## config.mk

```make
export PLATFORM = sky130hd
export DESIGN_NAME = oled_spi_ctrl
export DESIGN_NICKNAME = d
export VERILOG_FILES = /design/src/rtl/oled_spi_ctrl.sv
export SDC_FILE = /design/constraint.sdc
export NUM_CORES = 1
export LEC_CHECK = 0
export BUFFER_PORTS_ARGS = -buffer_cell sky130_fd_sc_hd__buf_2
export CAP_MARGIN = 40
export CELL_PAD_IN_SITES_DETAIL_PLACEMENT = 1
export CELL_PAD_IN_SITES_GLOBAL_PLACEMENT = 1
export CORE_MARGIN = 2
export CORE_UTILIZATION = 48
export CTS_CLUSTER_DIAMETER = 200
export CTS_CLUSTER_SIZE = 16
export DETAILED_ROUTE_END_ITERATION = 12
export HOLD_SLACK_MARGIN = 0.05
export PLACE_DENSITY_LB_ADDON = 0.1
export SETUP_SLACK_MARGIN = 0.15
export SYNTH_ARGS = -nofsm -noshare
export SYNTH_HDL_FRONTEND = slang
export SYNTH_SLANG_ARGS = --single-unit
```

## constraint.sdc

```tcl
create_clock -name clk -period 6.35 [get_ports clk]
set_input_delay 1.27 -clock clk [delete_from_list [all_inputs] [get_ports clk]]
set_output_delay 1.27 -clock clk [all_outputs]
set_load 0.005 [all_outputs]
```

## src/rtl/oled_spi_ctrl.sv

```systemverilog
// SSD1306-class SPI OLED controller: power-up reset, init list, framebuffer streaming,
// runtime command injection and single-shot or continuous refresh.
module oled_spi_ctrl #(
    parameter int STARTUP_WAIT = 10000000,
    parameter int CLK_DIV      = 1,
    parameter int COLUMNS      = 128,
    parameter int PAGES        = 8,
    parameter int ADDR_W       = $clog2(COLUMNS*PAGES)
) (
    input  logic              clk,
    input  logic              rst,
    output logic              io_sclk,
    output logic              io_sdin,
    output logic              io_cs,
    output logic              io_dc,
    output logic              io_reset,
    output logic [ADDR_W-1:0] pixel_addr,
    input  logic [7:0]        pixel_data,
    input  logic              frame_start,
    input  logic              continuous,
    input  logic              cmd_valid,
    input  logic [7:0]        cmd_byte,
    output logic              cmd_ready,
    output logic              init_done,
    output logic              busy,
    output logic              frame_done
);
    localparam int CW = $clog2(STARTUP_WAIT + 1);
    localparam int DW = $clog2(CLK_DIV + 1);
    localparam logic [ADDR_W-1:0] LAST_ADDR = ADDR_W'(COLUMNS*PAGES - 1);

    typedef enum logic [2:0] {
        S_PWR, S_INIT_LOAD, S_WIN_LOAD, S_PIX_LOAD, S_CMD_LOAD, S_SEND, S_GAP, S_IDLE
    } state_t;
    typedef enum logic [1:0] {K_INIT, K_WIN, K_PIX, K_CMD} kind_t;

    state_t            r_state, w_state;
    kind_t             r_kind, w_kind;
    logic [CW-1:0]     r_pcnt, w_pcnt;
    logic [1:0]        r_phase, w_phase;
    logic [DW-1:0]     r_div, w_div;
    logic [2:0]        r_bit, w_bit;
    logic [7:0]        r_sh, w_sh, r_cmd, w_cmd, w_load_byte;
    logic [4:0]        r_idx, w_idx;
    logic              w_sclk, w_sdin, w_cs, w_dc, w_reset;
    logic              w_init_done, w_busy, w_ready, w_frame_done;
    logic [ADDR_W-1:0] w_addr;

    function automatic logic [7:0] f_init(input logic [4:0] i);
        case (i)
            5'd0:  f_init = 8'hAE;  5'd1:  f_init = 8'h81;  5'd2:  f_init = 8'h7F;
            5'd3:  f_init = 8'hA6;  5'd4:  f_init = 8'h20;  5'd5:  f_init = 8'h00;
            5'd6:  f_init = 8'hC8;  5'd7:  f_init = 8'h40;  5'd8:  f_init = 8'hA1;
            5'd9:  f_init = 8'hA8;  5'd10: f_init = 8'(PAGES*8 - 1);
            5'd11: f_init = 8'hD3;  5'd12: f_init = 8'h00;  5'd13: f_init = 8'hD5;
            5'd14: f_init = 8'h80;  5'd15: f_init = 8'hD9;  5'd16: f_init = 8'h22;
            5'd17: f_init = 8'hDA;  5'd18: f_init = (PAGES == 4) ? 8'h02 : 8'h12;
            5'd19: f_init = 8'hDB;  5'd20: f_init = 8'h20;  5'd21: f_init = 8'h8D;
            5'd22: f_init = 8'h14;  5'd23: f_init = 8'hA4;
            default: f_init = 8'hAF;
        endcase
    endfunction

    function automatic logic [7:0] f_win(input logic [4:0] i);
        case (i)
            5'd0: f_win = 8'h21;  5'd1: f_win = 8'h00;  5'd2: f_win = 8'(COLUMNS - 1);
            5'd3: f_win = 8'h22;  5'd4: f_win = 8'h00;
            default: f_win = 8'(PAGES - 1);
        endcase
    endfunction

    always_comb begin
        case (r_state)
            S_INIT_LOAD: w_load_byte = f_init(r_idx);
            S_WIN_LOAD:  w_load_byte = f_win(r_idx);
            S_PIX_LOAD:  w_load_byte = pixel_data;
            default:     w_load_byte = r_cmd;
        endcase
    end

    always_comb begin
        w_state = r_state;  w_kind = r_kind;  w_pcnt = r_pcnt;  w_phase = r_phase;
        w_div = r_div;  w_bit = r_bit;  w_sh = r_sh;  w_cmd = r_cmd;  w_idx = r_idx;
        w_sclk = io_sclk;  w_sdin = io_sdin;  w_cs = io_cs;  w_dc = io_dc;
        w_reset = io_reset;  w_addr = pixel_addr;  w_init_done = init_done;
        w_frame_done = 1'b0;
        case (r_state)
            S_PWR: begin
                if (r_pcnt == CW'(STARTUP_WAIT - 1)) begin
                    w_pcnt  = '0;
                    w_phase = r_phase + 2'd1;
                    if (r_phase == 2'd0)      w_reset = 1'b0;
                    else if (r_phase == 2'd1) w_reset = 1'b1;
                    else begin
                        w_state = S_INIT_LOAD;  w_idx = '0;  w_dc = 1'b0;
                    end
                end else begin
                    w_pcnt = r_pcnt + 1'b1;
                end
            end
            S_INIT_LOAD, S_WIN_LOAD, S_PIX_LOAD, S_CMD_LOAD: begin
                w_state = S_SEND;  w_cs = 1'b0;  w_sclk = 1'b0;  w_div = '0;  w_bit = 3'd7;
                w_sh = w_load_byte;  w_sdin = w_load_byte[7];
                case (r_state)
                    S_INIT_LOAD: w_kind = K_INIT;
                    S_WIN_LOAD:  w_kind = K_WIN;
                    S_PIX_LOAD:  w_kind = K_PIX;
                    default:     w_kind = K_CMD;
                endcase
            end
            S_SEND: begin
                if (r_div == DW'(CLK_DIV - 1)) begin
                    w_div = '0;
                    if (!io_sclk) begin
                        w_sclk = 1'b1;
                    end else if (r_bit == 3'd0) begin
                        w_cs = 1'b1;  w_state = S_GAP;
                        // Address the next pixel now so RAM data is ready by the next LOAD.
                        if (r_kind == K_PIX)
                            w_addr = (pixel_addr == LAST_ADDR) ? '0 : pixel_addr + 1'b1;
                    end else begin
                        w_bit = r_bit - 3'd1;  w_sclk = 1'b0;
                        w_sh = {r_sh[6:0], 1'b0};  w_sdin = r_sh[6];
                    end
                end else begin
                    w_div = r_div + 1'b1;
                end
            end
            S_GAP: begin
                if (r_div == DW'(CLK_DIV - 1)) begin
                    w_div = '0;
                    case (r_kind)
                        K_INIT: begin
                            if (r_idx == 5'd24) begin
                                w_init_done = 1'b1;
                                if (continuous) begin
                                    w_state = S_WIN_LOAD;  w_idx = '0;  w_dc = 1'b0;
                                end else begin
                                    w_state = S_IDLE;
                                end
                            end else begin
                                w_idx = r_idx + 5'd1;  w_state = S_INIT_LOAD;
                            end
                        end
                        K_WIN: begin
                            if (r_idx == 5'd5) begin
                                w_state = S_PIX_LOAD;  w_dc = 1'b1;
                            end else begin
                                w_idx = r_idx + 5'd1;  w_state = S_WIN_LOAD;
                            end
                        end
                        K_PIX: begin
                            // Address already wrapped to 0 means the last byte just went out.
                            if (pixel_addr == '0) begin
                                w_frame_done = 1'b1;
                                if (continuous) begin
                                    w_state = S_WIN_LOAD;  w_idx = '0;  w_dc = 1'b0;
                                end else begin
                                    w_state = S_IDLE;
                                end
                            end else begin
                                w_state = S_PIX_LOAD;
                            end
                        end
                        default: w_state = S_IDLE;
                    endcase
                end else begin
                    w_div = r_div + 1'b1;
                end
            end
            default: begin
                if (cmd_valid) begin
                    w_cmd = cmd_byte;  w_state = S_CMD_LOAD;  w_dc = 1'b0;
                end else if (frame_start) begin
                    w_state = S_WIN_LOAD;  w_idx = '0;  w_dc = 1'b0;
                end
            end
        endcase
        w_busy  = (w_state != S_IDLE);
        w_ready = (w_state == S_IDLE);
    end

    always_ff @(posedge clk) begin
        if (rst) begin
            r_state <= S_PWR;  r_kind <= K_INIT;  r_pcnt <= '0;  r_phase <= '0;
            r_div <= '0;  r_bit <= '0;  r_sh <= '0;  r_cmd <= '0;  r_idx <= '0;
            io_sclk <= 1'b1;  io_sdin <= 1'b0;  io_cs <= 1'b1;  io_dc <= 1'b1;
            io_reset <= 1'b1;  pixel_addr <= '0;  cmd_ready <= 1'b0;
            init_done <= 1'b0;  busy <= 1'b1;  frame_done <= 1'b0;
        end else begin
            r_state <= w_state;  r_kind <= w_kind;  r_pcnt <= w_pcnt;  r_phase <= w_phase;
            r_div <= w_div;  r_bit <= w_bit;  r_sh <= w_sh;  r_cmd <= w_cmd;  r_idx <= w_idx;
            io_sclk <= w_sclk;  io_sdin <= w_sdin;  io_cs <= w_cs;  io_dc <= w_dc;
            io_reset <= w_reset;  pixel_addr <= w_addr;  cmd_ready <= w_ready;
            init_done <= w_init_done;  busy <= w_busy;  frame_done <= w_frame_done;
        end
    end
endmodule

```

After elaboration in Yosys (flattened, before gate mapping)
Memory sizes are Yosys's and may differ from the RTL's. A register that Yosys moved wholly into a read port is not among the register bits.
Index checks and enable logic that the tools add are counted.
{"block": "totals", "regBits": 74, "mem_bits_ro": 256, "input_bits": 21, "word_cells": 162, "n_memories": 1}
{"block": "op_classes", "addsub": 6, "n_eq_ne": 33, "muxes": 71, "n_bitwise": 5, "n_reduce_logical": 27}
{"name": "(no name shown)", "words": 32, "width": 8, "read_ports": 1, "rd_ports_with_merged_regs": 1, "wr": 0, "line": "50", "text": "case (i)"}
{"cell": "5-bit 2-to-1 mux", "n": 12}
{"cell": "3-bit 2-to-1 mux", "n": 15}
{"cell": "5-bit case mux with 3 select lines", "n": 2}
{"cell": "7-bit case mux with 4 select lines", "n": 1}
{"cell": "24-bit by 1-bit adder with 24-bit output, second input constant", "n": 1}
{"cell": "24-bit == test, second input constant", "n": 1}
{"cell": "1-bit 2-to-1 mux", "n": 24}
{"cell": "24-bit 2-to-1 mux", "n": 1}
{"cell": "8-bit case mux with 3 select lines", "n": 1}
{"cell": "7-bit 2-to-1 mux", "n": 3}
{"cell": "10-bit AND reduction", "n": 2}
{"cell": "2-bit != test, second input constant", "n": 8}
{"cell": "3-bit != test, second input constant", "n": 5}
{"cell": "7-bit case mux with 2 select lines", "n": 1}
{"cell": "3-bit == test, second input constant", "n": 4}
{"cell": "3-bit case mux with 4 select lines", "n": 1}
{"cell": "4-bit AND reduction", "n": 3}
{"cell": "10-bit by 1-bit adder with 10-bit output, second input constant", "n": 1}
{"cell": "10-bit == test, second input constant", "n": 1}
{"cell": "5-bit by 2-bit == test with 1-bit output, second input constant", "n": 2}
{"cell": "5-bit by 3-bit == test with 1-bit output, second input constant", "n": 2}
{"cell": "10-bit zero test", "n": 1}
{"cell": "10-bit 2-to-1 mux", "n": 1}
{"cell": "3-bit case mux with 3 select lines", "n": 1}
{"cell": "other kinds (30)", "n": 48}

Logic depth before layout (Yosys ltp)
{"block": "logic_depth", "word_depth": 7, "ltp_mapped": 15, "ltp_nobuf": 13}

Worst setup path before layout
Ideal clock, no wire load.
{"block": "synth_path", "path_type": "in2reg", "startpoint": "in cmd_valid", "endpoint": "reg (tool-made name)", "setup_time_ns": 0.122, "arrival_ns": 3.442, "required_ns": 6.228, "setup_slack_ns": 2.786, "path_stages": 10, "path_cell_list": "inv_1 a21boi_1 a2111oi_4 nand4_1 a21oi_1 inv_1 ha_1 a21boi_0 a21o_1 a221o_1"}
{"element": "from (decl)", "line": "21", "text": "input logic cmd_valid,"}

==> metrics <==
status completed; GRT Overall Usage 26.91%; Seq cells post-synth 81; # resized after CTS 0; max-slew violations 0; I/O pin count 40; Num CTS Buffers 9; worst-skew pair later-pin latency 380 ps; clock power share 33.8%; Synth Instances 584; clk buf depth 2; register area 0.001622 mm2; FILL cells 1229; post-CTS setup buffers 0; Switch Pwr 398.7 uW; largest net degree at the start of global routing 45; ys async rst share 0%; sequential power share 45.0%; Slew HR 39.16%; Worst-Margin Slew 904.3 ps; Post-Syn Area 0.004676 mm2; maxcap violations 0; H-tree depth 3; worst vdd ir 0.2285 mV; RSZ-0062 raised after global routing false; Clock Sinks 81; leakage 2.016 nW; die extent in x 102.7 um; Post-synth EDFFs 0; Switching Fraction 31.80%; Syn Nets 627; fin crit period 3890 ps; worst setup path class reg -> reg; Yosys cell types 74; Ant. Diodes 0; layout cells sized above 1 12.58%; Wirelength per Cell 17.73 um; CTS tree done; core box area 0.009594 mm2; Routed WL 13350 um; CP endpoint kind flip-flop; total gr overflow 0; die area 0.01055 mm2; number of I/O port buffers 39; Core Util, Final 54.20%; Synth-to-Final Area Change 11.21%; CP required 6610 ps; Iteration-0 DRC Markers 191; Final setup violation count 0; Antenna Nets Post-Route 0; maximum clock frequency 0.2571 GHz; vias per cell 5.823; RD Place Congestion 0.9336; DP HPWL 9867 um; initial core utilization 48.73%; Post-CTS Hold Fix Bufs 0; power per cell area 241.2 mW/mm2; initial antenna violation count 0; critical path peak fanout 8; Hold Crit Class reg -> reg; combinational share of power 21.2%; Startpoint Class flip-flop; internal power 855.3 uW; Die Ht 102.7 um; first-pass GRT wire length 22030 um; row count 36; vias in the first global route 4367; CP Data Arrival Time 4150 ps; Layout Skew 15.67 ps; Setup TNS 0 ps; # DRC 0; Final Hold Vio Count 0; sequential-to-total area share from yosys stat 34.68%; via count 4385; Detailed Routing Iterations Pass 1 4; Syn Area/Cell 8.006 um2; dominant synthesized flop cell dfxtp_1; Root Driver clkbuf_8; Worst-path clk slew 90 ps; area of the multi-input gates 0.002828 mm2; YS warnings 0; nets@finish 658; period utilization 61.26%
==> power groups by stage <==
| stage | logic, mW | registers, mW | clock network [mW] |
|---|---|---|---|
| after floorplan | 0.195 | 0.562 | 0 |
| after global placement | 0.247 | 0.575 | 0 |
| after detailed placement | 0.260 | 0.576 | 0 |
| after CTS | 0.264 | 0.564 | 0.436 |
| after global routing | 0.297 | 0.569 | 0.458 |
| final | 0.266 | 0.565 | 0.423 |
==> stage by stage <==
step | hold WS [ps] | instance area [um2] | power [mW] | std cells | setup slack, ps
2_1_floorplan | 432.9 | 4676 | 0.7575 | 584 | 2786
3_3_place_gp | 450.4 | 4943 | 0.8214 | 733 | 2398
3_5_place_dp | 458.9 | 4984 | 0.8359 | 737 | 2330
4_1_cts | 469.6 | 5200 | 1.265 | 753 | 2511
5_1_grt | 491.5 | 5200 | 1.324 | 753 | 2169
6_report | 468.8 | 5200 | 1.254 | 753 | 2460
==> routing by layer <==
layer	global-route usage (%)	up-vias	part of all wire (%)
met3	7.186	14	3.9
li1	-	2147	-
met2	44.75	71	48
met5	0	-	0
met1	34.93	2153	47
met4	6.359	0	1.1
==> state kept, by name, indices dropped and copies added (netlist names), named ones only <==
register and count:
frame_done 1, r_phase 2, r_state 3, r_sh 7, busy 1, io_reset 1
r_idx 5, init_done 1, pixel_addr 10, io_sdin 1, io_sclk 1, r_bit 3
r_kind 2, r_cmd 8, io_dc 1, io_cs 1, r_pcnt 24, cmd_ready 1
==> final cells by class <==
cell class | count | area share [%]
multi-input combinational | 447 | 54.38
timing repair buffer | 45 | 4.812
sequential | 81 | 31.18
clock inverter | 7 | 1.781
inverter | 31 | 2.262
tap | 133 | 3.200
clock buffer | 9 | 2.382
==> synth_stat cells, types with 4 or more instances <==
cell,count,area share (%)
ha_1,22,5.9
nor3_1,17,1.8
dfxtp_1,81,35
xor2_1,19,3.6
nand2_1,56,4.5
a211oi_1,6,0.96
and3_1,8,1.1
nor4_1,7,0.94
o21ai_0,19,2.0
nor2_1,73,5.9
nor2b_1,6,0.80
mux2i_1,10,2.1
inv_1,29,2.3
a22oi_1,4,0.64
and2_1,7,0.94
xnor2_1,15,2.8
clkbuf_1,19,1.5
o211ai_1,7,1.1
a21oi_1,48,5.1
a31oi_1,4,0.54
a221oi_1,4,0.75
nand3_1,22,2.4
a21o_1,4,0.64
nand2b_1,6,0.80
nand4_1,10,1.3
or3_1,7,0.94
==> logic make-up (layout without fill, tap and decap cells) <==
| family | Yosys count | count (layout) | share of synthesized area, % |
|---|---|---|---|
| flip-flops | 81 | 81 | 34.68 |
| multiplexers | 11 | 11 | 2.382 |
| AO/OA/AOI/OAI | 138 | 138 | 19.88 |
| buffers and inverters | 56 | 92 | 4.843 |
| AND/OR/NAND/NOR | 242 | 242 | 25.96 |
| adder cells (fa/ha/maj) | 22 | 22 | 5.887 |
| XOR/XNOR | 34 | 34 | 6.369 |
==> worst max-delay path: stages (launching register included) <==
cell	delay (ps)
dfxtp_1	390
inv_1	80
ha_1	300
or4_1	560
a21oi_1	440
a2111o_1	250
o21ai_0	140
a21oi_1	480
inv_1	200
ha_1	240
a21boi_0	150
a21o_1	200
a221o_1	340
==> worst paths after layout <==
path | endpoint | depth (start not counted) | from | slack [ps]
setup reg to reg | flip-flop | 12 | r_kind[0] | 2460
hold / removal | r_cmd[4] | 2 | r_cmd[4] | 470
hold reg to reg | r_cmd[4] | 2 | r_cmd[4] | 470
setup / recovery | flip-flop | 12 | r_kind[0] | 2460
==> cell usage in the layout, fill, tap and decap left out, types with 3 or more instances in the layout <==
cell type and count:
or3_1 7, a211oi_1 6, a21o_1 4, o211ai_1 7, a22oi_1 4, dfxtp_1 81
and4_1 3, nand2_1 56, o21bai_1 3, and2_1 7, nand3_1 22, o31ai_1 3
nand2b_1 6, nor2_1 73, a221oi_1 4, nor2b_1 6, xor2_1 19, o21ai_1 3
o21ai_0 19, buf_2 41, nor3_1 17, a21oi_1 48, nand4_1 10, mux2i_1 10
ha_1 22, nor4_1 7, xnor2_1 15, a31oi_1 4, inv_1 29, and3_1 8
clkbuf_8 9, clkinv_2 4
No activity file was read; power rests on OpenSTA's default activity.
